==> config.mk <==
export PLATFORM = sky130hd
export DESIGN_NAME = clk_gate_ctrl
export DESIGN_NICKNAME = d
export VERILOG_FILES = /design/src/rtl/clk_gate_ctrl.sv
export SDC_FILE = /design/constraint.sdc
export NUM_CORES = 1
export LEC_CHECK = 0
export CORE_MARGIN = 4
export CORE_UTILIZATION = 30
export DETAILED_ROUTE_END_ITERATION = 8
export PLACE_DENSITY = 0.49
export SYNTH_ARGS = -nofsm -noshare
export SYNTH_HDL_FRONTEND = slang
export SYNTH_SLANG_ARGS = --single-unit
export TNS_END_PERCENT = 1
==> constraint.sdc <==
create_clock -name free_clk -period 2.8 [get_ports free_clk]
set_input_delay 0.56 -clock free_clk [delete_from_list [all_inputs] [get_ports free_clk]]
set_output_delay 0.56 -clock free_clk [all_outputs]
set_load 0.05 [all_outputs]
==> src/rtl/clk_gate_ctrl.sv <==
// rtl/clk_gate_ctrl.sv - per-channel idle-driven clock gating with glitch-free latch-based gates
`timescale 1ns/1ps
module clk_gate_ctrl #(
    parameter int NUM_CH      = 4,
    parameter int IDLE_W      = 8,
    parameter int IDLE_THRESH = 16,
    parameter int WAKE_CYC    = 2
) (
    input  logic              free_clk,
    input  logic              reset_n,
    input  logic              test_en,
    input  logic [NUM_CH-1:0] req,
    output logic [NUM_CH-1:0] gated_clk,
    output logic [NUM_CH-1:0] ready,
    output logic [NUM_CH-1:0] ch_gated
);

    localparam logic [1:0] ST_RUN   = 2'd0;
    localparam logic [1:0] ST_GATED = 2'd1;
    localparam logic [1:0] ST_WAKE  = 2'd2;

    localparam logic [IDLE_W-1:0] IDLE_LAST = IDLE_W'(IDLE_THRESH - 1);
    localparam logic [3:0]        WAKE_LOAD = 4'(WAKE_CYC - 1);

    for (genvar i = 0; i < NUM_CH; i++) begin : g_ch
        logic [1:0]        state_q, state_d;
        logic [IDLE_W-1:0] idle_q, idle_d;
        logic [3:0]        wake_q, wake_d;
        logic              en_q, ready_q, gated_q;
        logic              en_lat;

        always_comb begin
            state_d = state_q;
            idle_d  = idle_q;
            wake_d  = wake_q;
            case (state_q)
                ST_RUN: begin
                    // Activity on the threshold cycle keeps the channel running.
                    if (req[i]) begin
                        idle_d = '0;
                    end else if (idle_q == IDLE_LAST) begin
                        state_d = ST_GATED;
                        idle_d  = '0;
                    end else begin
                        idle_d = idle_q + IDLE_W'(1);
                    end
                end
                ST_GATED: begin
                    if (req[i]) begin
                        state_d = ST_WAKE;
                        wake_d  = WAKE_LOAD;
                    end
                end
                ST_WAKE: begin
                    if (wake_q == 4'd0) begin
                        state_d = ST_RUN;
                        idle_d  = '0;
                    end else begin
                        wake_d = wake_q - 4'd1;
                    end
                end
                default: begin
                    state_d = ST_RUN;
                    idle_d  = '0;
                    wake_d  = '0;
                end
            endcase
        end

        always_ff @(posedge free_clk or negedge reset_n) begin
            if (!reset_n) begin
                state_q <= ST_RUN;
                idle_q  <= '0;
                wake_q  <= '0;
                en_q    <= 1'b1;
                ready_q <= 1'b1;
                gated_q <= 1'b0;
            end else begin
                state_q <= state_d;
                idle_q  <= idle_d;
                wake_q  <= wake_d;
                en_q    <= test_en | (state_d != ST_GATED);
                ready_q <= test_en | (state_d == ST_RUN);
                gated_q <= (state_d == ST_GATED);
            end
        end

        // Enable may only change while the clock is low, so the AND never clips a high phase.
        always_latch begin
            if (!reset_n) begin
                en_lat <= 1'b1;
            end else if (!free_clk) begin
                en_lat <= en_q;
            end
        end

        assign gated_clk[i] = free_clk & en_lat;
        assign ready[i]     = ready_q;
        assign ch_gated[i]  = gated_q;
    end

endmodule

==> report_table.html <==
<table>
<tr><th>Metric</th><th>Value</th></tr>
<tr><th colspan="2">Outcome</th></tr>
<tr><td>Result of the run</td><td>complete, but fails checks</td></tr>
<tr><td>Violated checks</td><td>setup timing</td></tr>
<tr><th colspan="2">Logic synthesis</th></tr>
<tr><td>Cell with the most instances after synthesis</td><td>dfrtp_1</td></tr>
<tr><td>Leading cell types by total area after synthesis</td><td>dfrtp_1 (37%), ha_1 (8.7%), dfstp_2 (5.2%), o21ai_0 (4.7%), nand2_1 (2.9%)</td></tr>
<tr><td>Number of warnings reported in the yosys synthesis log</td><td>0</td></tr>
<tr><td>Syn Inst Count</td><td>425</td></tr>
<tr><td>Post-synthesis cell area</td><td>4014 sq um</td></tr>
<tr><td>Library cell with the largest summed area after synthesis</td><td>dfrtp_1</td></tr>
<tr><td>Distinct cell type count after synthesis</td><td>53</td></tr>
<tr><td>Prevailing post-synth register cell</td><td>dfrtp_1</td></tr>
<tr><td>Number of flip-flops and latches in the synthesized netlist</td><td>72</td></tr>
<tr><td>Post-Synthesis Mean Instance Area</td><td>9.444 sq um</td></tr>
<tr><td>Fraction of registers with async set/reset</td><td>94.44%</td></tr>
<tr><td>Fraction of post-synthesis cell area in the top cell type by area</td><td>37.41%</td></tr>
<tr><td>Most numerous cell types in the synthesized netlist</td><td>dfrtp_1 (60), o21ai_0 (38), nand2_1 (31)</td></tr>
<tr><td>Synthesized Nets</td><td>460</td></tr>
<tr><td>Number of synthesized flops with an enable pin</td><td>0</td></tr>
<tr><th colspan="2">Job</th></tr>
<tr><td>Max_cap viols</td><td>0</td></tr>
<tr><th colspan="2">STA</th></tr>
<tr><td>Setup skew after layout</td><td>0.03185 ns</td></tr>
<tr><td>Number of failing setup endpoints in the final timing report</td><td>8</td></tr>
<tr><td>Final hold slack</td><td>0.2643 ns</td></tr>
<tr><td>RSZ-0062 raised after global routing</td><td>true</td></tr>
<tr><td>Relative slew slack</td><td>55.47%</td></tr>
<tr><td>Worst slew pin tran</td><td>0.6679 ns</td></tr>
<tr><td>Fin. max-slew vios</td><td>0</td></tr>
<tr><td>Fin. Hold Viols</td><td>0</td></tr>
<tr><td>Post-route setup slack</td><td>-0.3772 ns</td></tr>
<tr><th colspan="2">Global route</th></tr>
<tr><td>Global-route wire length before repair</td><td>15.01 mm</td></tr>
<tr><td>Largest net degree at the start of global routing</td><td>38</td></tr>
<tr><td>Via count of the first global-routing pass</td><td>3,277</td></tr>
<tr><td>Antenna violations before repair</td><td>0</td></tr>
<tr><td>Overall track demand over capacity in global routing</td><td>13.35%</td></tr>
<tr><td>Remaining Overflow, GRT</td><td>0</td></tr>
<tr><th colspan="2">Clock network</th></tr>
<tr><td>Clock latency reported for the late side of the worst-skew pair</td><td>0.60 ns</td></tr>
<tr><td>Number of buffers inserted by post-CTS setup repair</td><td>0</td></tr>
<tr><td>TritonCTS clock tree</td><td>built</td></tr>
<tr><th colspan="2">Power</th></tr>
<tr><td>Pwr/cell area</td><td>875.4 nW/um^2</td></tr>
<tr><td>Net load switching power</td><td>1.182 mW</td></tr>
<tr><td>Switching portion of total power</td><td>25.95%</td></tr>
<tr><td>Int Power</td><td>3.373 mW</td></tr>
<tr><td>Peak supply drop</td><td>372.4 uV</td></tr>
<tr><td>Proportion of power drawn by the clock network</td><td>68.7%</td></tr>
<tr><td>Part of the power in registers</td><td>24.3%</td></tr>
<tr><td>Portion of total power attributed to combinational logic</td><td>7.0%</td></tr>
<tr><td>Static Leakage</td><td>2.228 nW</td></tr>
<tr><th colspan="2">Die</th></tr>
<tr><td>Die Ht</td><td>123.7 um</td></tr>
<tr><td>Starting density of the core</td><td>31.17%</td></tr>
<tr><td>Die Footprint</td><td>15,290 sq um</td></tr>
<tr><td>Floorplan core area</td><td>12,880 sq um</td></tr>
<tr><td>Std-Cell Rows</td><td>41</td></tr>
<tr><td>I/O pins</td><td>19</td></tr>
<tr><td>Horizontal die dimension</td><td>123.7 um</td></tr>
<tr><th colspan="2">Detailed routing</th></tr>
<tr><td>Average via count per standard cell</td><td>5.052</td></tr>
<tr><td>Average wire length per cell after detail routing</td><td>13.95 um</td></tr>
<tr><td>Violation count after the first detailed-route iteration</td><td>177</td></tr>
<tr><td>DRT Pass-1 Iters</td><td>4</td></tr>
<tr><td>DR vias</td><td>3,228</td></tr>
<tr><td>Final Routed Wirelength</td><td>8.911 mm</td></tr>
<tr><td>Antenna viol nets, final</td><td>0</td></tr>
<tr><td>Count of unresolved DRC violations after routing</td><td>0</td></tr>
<tr><th colspan="2">Finish</th></tr>
<tr><td>P&amp;R area growth vs syn</td><td>29.64%</td></tr>
<tr><td>Final Cell Area</td><td>5204 sq um</td></tr>
<tr><td>Total of fill cells in the finished design</td><td>1,257</td></tr>
<tr><td>Antenna Diode Count</td><td>0</td></tr>
<tr><td>Area taken by multi-input logic gates</td><td>2079 sq um</td></tr>
<tr><td>Layout Nets</td><td>496</td></tr>
<tr><td>Layout cell share with drive strength beyond 1</td><td>13.92%</td></tr>
<tr><td>Area of all sequential standard cells</td><td>1772 sq um</td></tr>
<tr><th colspan="2">Place</th></tr>
<tr><td>Detailed placement HPWL</td><td>5.858 mm</td></tr>
<tr><td>Port-buffer cells</td><td>18</td></tr>
<tr><td>Post-detailed-placement cell area</td><td>4335 sq um</td></tr>
<tr><td>Placer congestion estimate</td><td>0.7386</td></tr>
<tr><th colspan="2">Critical path</th></tr>
<tr><td>Max stage delay cell, worst path</td><td>and2_4</td></tr>
<tr><td>Worst endpoint data arrival time</td><td>2.62 ns</td></tr>
<tr><td>Kind of end point of the critical path</td><td>output pin</td></tr>
<tr><td>Number of buffer and inverter stages on the critical path</td><td>8</td></tr>
<tr><td>Kind of start point of the critical path</td><td>clock port</td></tr>
<tr><td>Setup crit start</td><td>free_clk</td></tr>
<tr><td>Most Frequent Cell on Critical Path</td><td>clkbuf_16</td></tr>
<tr><td>Worst path cell trace</td><td>clkbuf_16 &gt; clkbuf_16 &gt; clkbuf_16 &gt; clkbuf_16 &gt; clkbuf_16 &gt; clkbuf_16 &gt; clkbuf_16 &gt; and2_4 &gt; buf_8</td></tr>
<tr><td>Launching point of the worst reg2reg path</td><td>g_ch[3].wake_q[0]</td></tr>
<tr><td>Required time of the critical path</td><td>2.24 ns</td></tr>
<tr><td>Cell family with most CP delay</td><td>buffers and inverters</td></tr>
<tr><td>Critical path class</td><td>clock port to output pin</td></tr>
<tr><td>Delay of the slowest cell on the worst path</td><td>0.15 ns</td></tr>
<tr><td>Maximum fanout count along the critical path</td><td>2</td></tr>
<tr><th colspan="2">Min path</th></tr>
<tr><td>Type of the most critical hold path</td><td>input port to clock gate</td></tr>
<tr><td>Min-delay src</td><td>reset_n</td></tr>
</table>
power groups by stage:
stage          sequential (mW)  combinational [mW]  clock (mW)
3_5_place_dp              1.12               0.321       0.374
5_1_grt                   1.12               0.368        3.30
4_1_cts                   1.10               0.325        3.20
3_3_place_gp              1.12               0.312       0.374
2_1_floorplan             1.11               0.231       0.266
6_report                  1.11               0.321        3.13
what timing repair did:
| action | CTS | global route |
|---|---|---|
| endpoints found under the hold margin | 12 | 0 |
| gates resized for setup | 36 | 0 |
| hold buffers | 2 | 0 |
| pin swaps | 2 | 1 |
| endpoints found under the setup margin | 8 | 8 |
| cloned | 0 | 0 |
registers in the layout, indices dropped and copies added (netlist names):
register	count
g_ch.en_lat	4
g_ch.en_q	4
g_ch.gated_q	4
g_ch.idle_q	32
g_ch.ready_q	4
g_ch.state_q	8
g_ch.wake_q	16
cell families after synthesis:
family | Yosys count | share of synthesized area (%)
DFF | 68 | 42.64
and+or+nand+nor | 163 | 22.69
AOI/OAI and AO/OA | 122 | 19.70
buffers and inverters | 38 | 4.302
adders and majority gates | 28 | 8.728
xor gates and xnor gates | 2 | 0.4365
latches | 4 | 1.496
final timing paths:
kind                                      to  slack [ns]  cells past startpoint
min in group asynchronous  g_ch[1].wake_q[0]        0.41                      2
max reg2reg                g_ch[3].idle_q[6]        0.54                      6
min                               clock gate        0.26                      3
max in group gated                clock gate        1.06                      3
max                             gated_clk[0]       -0.38                      9
min reg2reg                   g_ch[2].en_lat        0.48                      1
max in group asynchronous    g_ch[3].ready_q        1.60                      3
min in group free_clk         g_ch[2].en_lat        0.48                      1
metal layers:
layer	up-vias	routed length (um)	GRT usage (%)
met2	60	3931	17.64
met3	17	465	7.766
met5	-	0	0
li1	1625	-	-
met4	0	176	9.481
met1	1526	4337	15.94
metrics by stage:
| stage | utilization [%] | setup WS [ns] | setup TNS, ns | total power [mW] | std cells |
|---|---|---|---|---|---|
| floorplan | - | 0.1394 | 0 | 1.606 | 425 |
| global placement | 33.67 | -0.3349 | -1.331 | 1.807 | 602 |
| detailed placement | 33.67 | -0.3366 | -1.335 | 1.817 | 602 |
| CTS | 40.41 | -0.3920 | -1.545 | 4.632 | 639 |
| global route | 40.41 | -0.4023 | -1.600 | 4.781 | 639 |
| finish | 40.41 | -0.3772 | -1.493 | 4.555 | 639 |
area by class of cell:
class,count,area share (%)
multi-input cells,315,39.96
flip-flops and latches,72,34.05
clock buffers,32,14.40
well taps,172,4.136
repair buffers,18,3.318
clock inverters,7,2.477
inverters,23,1.659
worst register-to-register path, delay by kind of cell (launching register included):
family / cells / cell delay, ns
and+or+nand+nor: 2 / 0.96
adders and majority gates: 1 / 0.18
DFF: 1 / 0.40
AOI/OAI and AO/OA: 2 / 0.51
buffers and inverters: 1 / 0.13
cell usage in the layout, fill, tap and decap left out, types with 11 or more instances in the layout:
cell type | Yosys | layout
a21oi_1 | 22 | 22
a31oi_1 | 11 | 11
clkbuf_16 | 0 | 27
clkdlybuf4s50_1 | 0 | 13
dfrtp_1 | 60 | 60
ha_1 | 28 | 28
inv_1 | 23 | 23
nand2_1 | 31 | 31
nand2b_1 | 13 | 13
nand3_1 | 13 | 13
nor2_1 | 23 | 23
nor2b_1 | 15 | 15
o21ai_0 | 38 | 38
No activity file was read; power rests on OpenSTA's default activity.
